## src/rtl/sw_debounce_pkg.sv

```systemverilog
// Shared constants and types for the switch debouncer.
//   SW_WIDTH        default number of switch channels
//   SW_TICK_DIV     default sample period in clk cycles
//   SW_STABLE_CNT   default number of agreeing samples to accept a change
//   deb_evt_t       per-channel edge event (rise/fall) decided this cycle
package sw_debounce_pkg;

  localparam int unsigned SW_WIDTH      = 32;
  localparam int unsigned SW_TICK_DIV   = 50000;
  localparam int unsigned SW_STABLE_CNT = 4;

  // Edge event for one channel, valid in the cycle of the accepting tick.
  typedef struct packed {
    logic rise;
    logic fall;
  } deb_evt_t;

  // Counter width able to hold 0..n-1; never narrower than one bit.
  function automatic int unsigned cnt_width(input int unsigned n);
    return (n > 1) ? $clog2(n) : 1;
  endfunction

endpackage

```

## src/rtl/sw_debounce_bit.sv

```systemverilog
// One debounced switch channel.
//   clk, rst   clock and synchronous active-high reset
//   tick       sample strobe from the shared prescaler
//   sw_in      raw asynchronous switch level
//   sw_out     debounced level
//   rise/fall  one-cycle pulses following an accepted 0->1 / 1->0 change
//   evt_c      the rise/fall decision being registered this cycle
module sw_debounce_bit
  import sw_debounce_pkg::*;
#(
  parameter int unsigned STABLE_CNT = SW_STABLE_CNT
) (
  input  logic     clk,
  input  logic     rst,
  input  logic     tick,
  input  logic     sw_in,
  output logic     sw_out,
  output logic     rise,
  output logic     fall,
  output deb_evt_t evt_c
);

  logic                  sync1;
  logic                  sync2;
  logic [STABLE_CNT-1:0] hist;
  logic [STABLE_CNT-1:0] hist_next;
  logic                  level_next;

  // Shift on tick; accept only a history that fully disagrees with sw_out.
  always_comb begin
    hist_next  = hist;
    level_next = sw_out;
    evt_c      = '0;
    if (tick) begin
      hist_next = {hist[STABLE_CNT-2:0], sync2};
      if ((&hist_next) && !sw_out) begin
        level_next = 1'b1;
        evt_c.rise = 1'b1;
      end else if (!(|hist_next) && sw_out) begin
        level_next = 1'b0;
        evt_c.fall = 1'b1;
      end
    end
  end

  // Two-flop synchronizer, history and registered level/pulses.
  always_ff @(posedge clk) begin
    if (rst) begin
      sync1  <= 1'b0;
      sync2  <= 1'b0;
      hist   <= '0;
      sw_out <= 1'b0;
      rise   <= 1'b0;
      fall   <= 1'b0;
    end else begin
      sync1  <= sw_in;
      sync2  <= sync1;
      hist   <= hist_next;
      sw_out <= level_next;
      rise   <= evt_c.rise;
      fall   <= evt_c.fall;
    end
  end

endmodule

```

## src/rtl/sw_debounce.sv

```systemverilog
// Multi-channel switch debouncer with a shared sample prescaler.
//   clk, rst   clock and synchronous active-high reset
//   sw_in      raw asynchronous switch levels, WIDTH bits
//   sw_out     debounced levels (feeds the SW input of riscv_single_bus_top)
//   rise/fall  per-bit one-cycle pulses on accepted 0->1 / 1->0 changes
//   changed    OR of all rise/fall pulses, aligned with them
//   tick       sample strobe, one cycle per TICK_DIV cycles
module sw_debounce
  import sw_debounce_pkg::*;
#(
  parameter int unsigned WIDTH      = SW_WIDTH,
  parameter int unsigned TICK_DIV   = SW_TICK_DIV,
  parameter int unsigned STABLE_CNT = SW_STABLE_CNT
) (
  input  logic             clk,
  input  logic             rst,
  input  logic [WIDTH-1:0] sw_in,
  output logic [WIDTH-1:0] sw_out,
  output logic [WIDTH-1:0] rise,
  output logic [WIDTH-1:0] fall,
  output logic             changed,
  output logic             tick
);

  localparam int unsigned    CNT_W   = cnt_width(TICK_DIV);
  localparam logic [CNT_W-1:0] CNT_MAX = CNT_W'(TICK_DIV - 1);

  logic [CNT_W-1:0] cnt;
  logic [CNT_W-1:0] cnt_next;
  logic             tick_next;
  logic             changed_next;
  logic [WIDTH-1:0] rise_set;
  logic [WIDTH-1:0] fall_set;

  // tick is registered from the upcoming count so it is high while cnt == CNT_MAX.
  always_comb begin
    cnt_next     = (cnt == CNT_MAX) ? '0 : cnt + CNT_W'(1);
    tick_next    = (cnt_next == CNT_MAX);
    changed_next = |(rise_set | fall_set);
  end

  // Prescaler and aggregate change flag.
  always_ff @(posedge clk) begin
    if (rst) begin
      cnt     <= '0;
      tick    <= 1'b0;
      changed <= 1'b0;
    end else begin
      cnt     <= cnt_next;
      tick    <= tick_next;
      changed <= changed_next;
    end
  end

  // Independent debounce channel per switch bit.
  for (genvar gi = 0; gi < WIDTH; gi++) begin : g_bit
    deb_evt_t evt;

    sw_debounce_bit #(
      .STABLE_CNT(STABLE_CNT)
    ) u_bit (
      .clk    (clk),
      .rst    (rst),
      .tick   (tick),
      .sw_in  (sw_in[gi]),
      .sw_out (sw_out[gi]),
      .rise   (rise[gi]),
      .fall   (fall[gi]),
      .evt_c  (evt)
    );

    assign rise_set[gi] = evt.rise;
    assign fall_set[gi] = evt.fall;
  end

endmodule

```

## config.mk

```make
export PLATFORM = sky130hd
export DESIGN_NAME = sw_debounce
export DESIGN_NICKNAME = d
export VERILOG_FILES = /design/src/rtl/sw_debounce_pkg.sv /design/src/rtl/sw_debounce_bit.sv /design/src/rtl/sw_debounce.sv
export SDC_FILE = /design/constraint.sdc
export NUM_CORES = 1
export LEC_CHECK = 0
export CORE_MARGIN = 4
export CORE_UTILIZATION = 49
export CTS_CLUSTER_DIAMETER = 80
export DETAILED_ROUTE_END_ITERATION = 8
export HOLD_SLACK_MARGIN = 0.05
export PLACE_DENSITY_LB_ADDON = 0.3
export SLEW_MARGIN = 5
export SYNTH_ARGS = -nofsm -noshare
export SYNTH_HDL_FRONTEND = slang
export SYNTH_SLANG_ARGS = --single-unit
```

## constraint.sdc

```tcl
create_clock -name clk -period 2.1 [get_ports clk]
set_clock_uncertainty 0.15 [all_clocks]
set_input_delay 0.315 -clock clk [delete_from_list [all_inputs] [get_ports clk]]
set_output_delay 0.315 -clock clk [all_outputs]
set_load 0.01 [all_outputs]
```

; Yosys cells after proc, flatten, opt, wreduce, memory -nomap -nowiden
; Index checks and enable logic that the tools add are counted.
[word_totals]
regBits = 274
inputBits = 34
output_inout_bits = 98
word_cells = 649
[op_classes]
addsub = 1
n_eq_ne = 2
muxes = 193
n_bitwise = 1
n_reduce_logical = 257
[op_table]
columns = operator, n
row1 = $mux W1, 160
row2 = $reduce_and A4 Y1, 32
row3 = $reduce_or A4 Y1, 32
row4 = $logic_and A1 B1 Y1, 64
row5 = $logic_not A1 Y1, 64
row6 = $mux W2, 32
row7 = $reduce_and A2 Y1, 32
row8 = $reduce_bool A2 Y1, 32
row9 = $eq A16 B16 Y1 const B, 2
row10 = $or A32 B32 Y32, 1
row11 = $reduce_or A32 Y1, 1
row12 = $add A16 B1 Y16 const B, 1
row13 = $mux W16, 1

; Logic depth before layout (Yosys ltp)
[depth]
depth_word = 8
mapped_depth = 8
ltp_nobuf = 7

; Cells and area by module
; A second synthesis with hierarchy kept.
[unflattened]
hier_cells = 972
area_unflattened_um2 = 9933.3
[by_module_without_submodules]
columns = mod, n_inst, cells_each, area_each_um2, seq_area_each_um2
row1 = sw_debounce_bit, 32, 26, 275.3, 160.2
row2 = sw_debounce, 1, 140, 1124.8, 360.3

; Worst setup path before layout
; No wires, ideal clock.
[synth_path]
path_kind = flip-flop to flip-flop
startpoint = reg cnt[7]
endpoint = reg tick
setup_ns = 0.128
arrival_time_ns = 1.692
t_required_ns = 1.822
path_slack_ns = 0.130
path_stages_with_launch = 8
path_buffers = 1
synth_period_minus_slack_ns = 1.970
path_cell_list = dfxtp_1 buf_6 or4bb_1 or4_4 nand2b_2 nor2_1 nand4b_1 a2111oi_1
[synth_between]
elab_chain_cells = 3
elab_cells_between_ends = 4
classes_between = add/sub (1) / eq/ne (2) / mux (1)
[synth_lines]
columns = item, line
row1 = from (decl), sw_debounce.sv:28  ; logic [CNT_W-1:0] cnt;
row2 = from (signal assigned), sw_debounce.sv:49  ; cnt <= cnt_next;
row3 = $add A16 B1 Y16 / $eq A16 B16 Y1 (equally long branches), sw_debounce.sv:37  ; cnt_next = (cnt == CNT_MAX) ? '0 : cnt + CNT_W'(1);
row4 = $mux W16 (*), sw_debounce.sv:37
row5 = $eq A16 B16 Y1 (*), sw_debounce.sv:38  ; tick_next = (cnt_next == CNT_MAX);
row6 = to (signal assigned), sw_debounce.sv:50  ; tick <= tick_next;
row7 = to (decl), sw_debounce.sv:22  ; output logic tick
; Every way passes the cells marked *; elsewhere a longest branch is shown, timed or not.
; A chain may end at the register's enable or synchronous reset.

; Worst setup path in the final report
[layout_path]
startpoint = reg cnt[4]
endpoint = reg tick
; The elaborated chain is that of the path after synthesis.

==> results.py <==
metrics = {
    "timing": {
        "finalCriticalPeriod_ns": 2.026,
        "hold_viol": 0,
        "setup_viol": 0,
        "rsz0062_at_grt": "yes",
        "worst_slew_pin_slew_ns": 0.6385,
        "slew_viol_final": 0,
        "max-slew-margin-rel": 0.5743,
        "max_freq_mhz": 493.5,
        "setup_slack_ns": 0.07352,
        "min_period_over_period": 0.9650,
    },
    "clock_network": {
        "cts_buffers": 27,
        "path_clk_slew_ns": 0.07,
        "cts_tree": "built",
        "clockBufferDepth": 3,
        "cts-root-buf": "clkbuf_16",
        "htree_levels": 1,
        "clk_latency_ns": 0.52,
        "cts_sinks": 274,
    },
    "layout": {
        "finalInstanceArea_um2": 12240,
        "diodes": 0,
        "final_nets": 1130,
        "layout_commonest_cell": "dfxtp_1",
        "drive_gt1_frac": 0.08348,
        "fill_cells": 1755,
        "mostFrequentLayoutCells": "dfxtp_1 (268), nor2_1 (194), clkdlybuf4s50_1 (129)",
        "post-route-util": 0.6009,
        "syn2layout_area_growth_pct": 19.84,
    },
    "power": {
        "finalPower_mw": 10.39,
        "max-vdd-ir-drop_mv": 0.5512,
        "p_leak_nw": 4.395,
        "power_density_nw_per_um2": 849.3,
    },
    "floorplanning": {
        "rows": 52,
        "ios": 132,
        "die_w_um": 152.4,
        "start_util": 0.5015,
        "die-height_um": 152.4,
        "core_um2": 20360,
        "die-area_um2": 23220,
    },
    "grt": {
        "grt_max_degree": 143,
        "grt_pass1_vias": 6611,
        "grt_usage": 0.1639,
        "grt_pass1_wl_um": 32780,
        "antenna_found_initial": 0,
        "overflow": 0,
    },
    "logic_synthesis": {
        "synth_edf_count": 0,
        "synth_warnings": 0,
        "synthFlopType": "dfxtp_1",
        "synth.net_count": 1089,
        "ys_ff_latch": 274,
        "postSynthCellCount": 1054,
        "yosysUniqueCellTypes": 42,
        "ys_seq_area_frac": 0.5371,
        "avgSynthCellArea_um2": 9.689,
        "synth.cell_area_um2": 10210,
        "async_flop_share": 0,
    },
    "drt": {
        "highest_layer": "met4",
        "vias": 6986,
        "wl_per_cell_um": 14.24,
        "wl_met3_um": 977,
        "drt-met1-wl_um": 9083,
        "drt_wl_total_um": 19720,
        "vias_per_cell": 5.048,
        "ant_nets": 0,
        "wl_met2_um": 9116,
        "firstDrtPassIters": 5,
        "initialDrtViolationCount": 298,
        "drc": 0,
    },
    "run_status": {
        "outcome": "completed",
    },
    "placed_design": {
        "port_buffers": 131,
        "gp_congestion": 0.8717,
        "placed_area_um2": 11140,
        "place_hpwl_um": 12890,
        "pre_cts_ws_ns": -0.05397,
    },
    "worst_setup_path": {
        "path_max_fanout": 5,
        "critPathKind": "reg2reg",
        "path_buf_inv": 0,
        "crit_arrival_ns": 2.27,
        "critPathTopFamily": "simple AND/OR/NAND/NOR gates",
        "max_stage_delay_ns": 0.55,
        "worst_setup_path_start_kind": "flip-flop",
        "crit_chain": "or4b_4 -> or4_4 -> nand2b_4 -> nor2_1 -> nand4b_1 -> a2111oi_2",
        "end_kind": "flip-flop",
        "cp.required_ns": 2.34,
        "slowest_stage": "or4_4",
    },
    "worst_hold_path": {
        "hold_path.class": "in2reg",
    },
    "run": {
        "maxCapViolations": 0,
    },
}
cells by family after synthesis:
logic type	count (synthesis)	synth area share
flops	274	0.5371
fa+ha+maj	1	0.001225
compound gates	40	0.02242
buf+inv	148	0.09226
mux	97	0.09520
xor+xnor	15	0.01286
simple gates	479	0.2389
layer usage:
metal  up-vias  GRT usage
li1       3546          -
met1      3254     0.2220
met2       145     0.2667
met3        41    0.03323
met4         0    0.04795
met5         -          0
through the flow:
step | instances | setup TNS [ns] | hold WS, ns
2_1_floorplan | 1054 | 0 | 0.2638
3_3_place_gp | 1330 | -0.009940 | 0.2663
3_5_place_dp | 1330 | -0.05397 | 0.2720
4_1_cts | 1383 | 0 | 0.1690
5_1_grt | 1384 | -0.05099 | 0.1844
6_report | 1384 | 0 | 0.1946
power breakdown:
part	leakage, nW	internal (mW)	switching [mW]
combinational	1.72	0.104	0.104
clock	0.451	2.99	1.91
sequential	2.22	5.26	0.0312
total	4.39	8.35	2.04
cell usage after synthesis (2+ instances only):
cell type | n | area (µm²)
a21oi_1 | 26 | 130.1
a22oi_1 | 4 | 30.03
a2bb2oi_1 | 2 | 17.52
and2_1 | 2 | 12.51
and3_1 | 4 | 25.02
and4b_1 | 18 | 180.2
buf_1 | 2 | 7.510
buf_2 | 12 | 60.06
buf_4 | 97 | 728.2
clkbuf_1 | 32 | 120.1
dfxtp_1 | 274 | 5485
inv_1 | 4 | 15.01
mux2i_1 | 96 | 960.9
nand2_1 | 48 | 180.2
nand2b_1 | 4 | 25.02
nand3_1 | 48 | 240.2
nand4_1 | 28 | 175.2
nor2_1 | 195 | 732.0
nor2b_1 | 70 | 437.9
nor3_1 | 7 | 35.03
nor4_1 | 30 | 187.7
o21ai_0 | 5 | 25.02
or3_1 | 9 | 56.30
or4b_1 | 4 | 40.04
or4b_2 | 2 | 20.02
or4bb_1 | 2 | 22.52
xnor2_1 | 8 | 70.07
xor2_1 | 7 | 61.31
worst paths after layout:
| kind | slack, ns | end | cells past startpoint | from |
|---|---|---|---|---|
| max | 0.07 | tick | 6 | cnt[4] |
| min | 0.19 | g_bit[8].u_bit.sync1 | 2 | sw_in[8] |
| max reg2reg | 0.07 | tick | 6 | cnt[4] |
| min reg2reg | 0.28 | g_bit[26].u_bit.sync2 | 1 | g_bit[26].u_bit.sync1 |
worst reg2reg max path: stages, from the launching register on:
cell and delay [ns]:
dfxtp_2 0.34, or4b_4 0.54, or4_4 0.55, nand2b_4 0.09, nor2_1 0.05, nand4b_1 0.12, a2111oi_2 0.06
registers in the layout (all words and copies together), names as in the netlist:
register and count:
g_bit.u_bit.fall 32, g_bit.u_bit.sync1 32, cnt 16, changed 1, g_bit.u_bit.sw_out 32, g_bit.u_bit.rise 32, tick 1, g_bit.u_bit.sync2 32
g_bit.u_bit.hist 96
repair_timing:
item,CTS,global route
buffers inserted,2,2
gates resized for setup,5,17
cloned,2,0
setup endpoints to repair,2,2
pin swaps,0,2
hold buffers,1,0
endpoints found under the hold margin,2,0
final cells by class:
cell class,count,area (µm²),area share
Sequential cell,274,5495,0.4490
Multi-Input combinational cell,632,3854,0.3149
Timing Repair Buffer,156,1613,0.1318
Clock buffer,35,745.7,0.06093
Tap cell,270,337.8,0.02760
Clock inverter,13,173.9,0.01421
Inverter,4,18.77,0.001534
(Power assumes the default switching activity.)
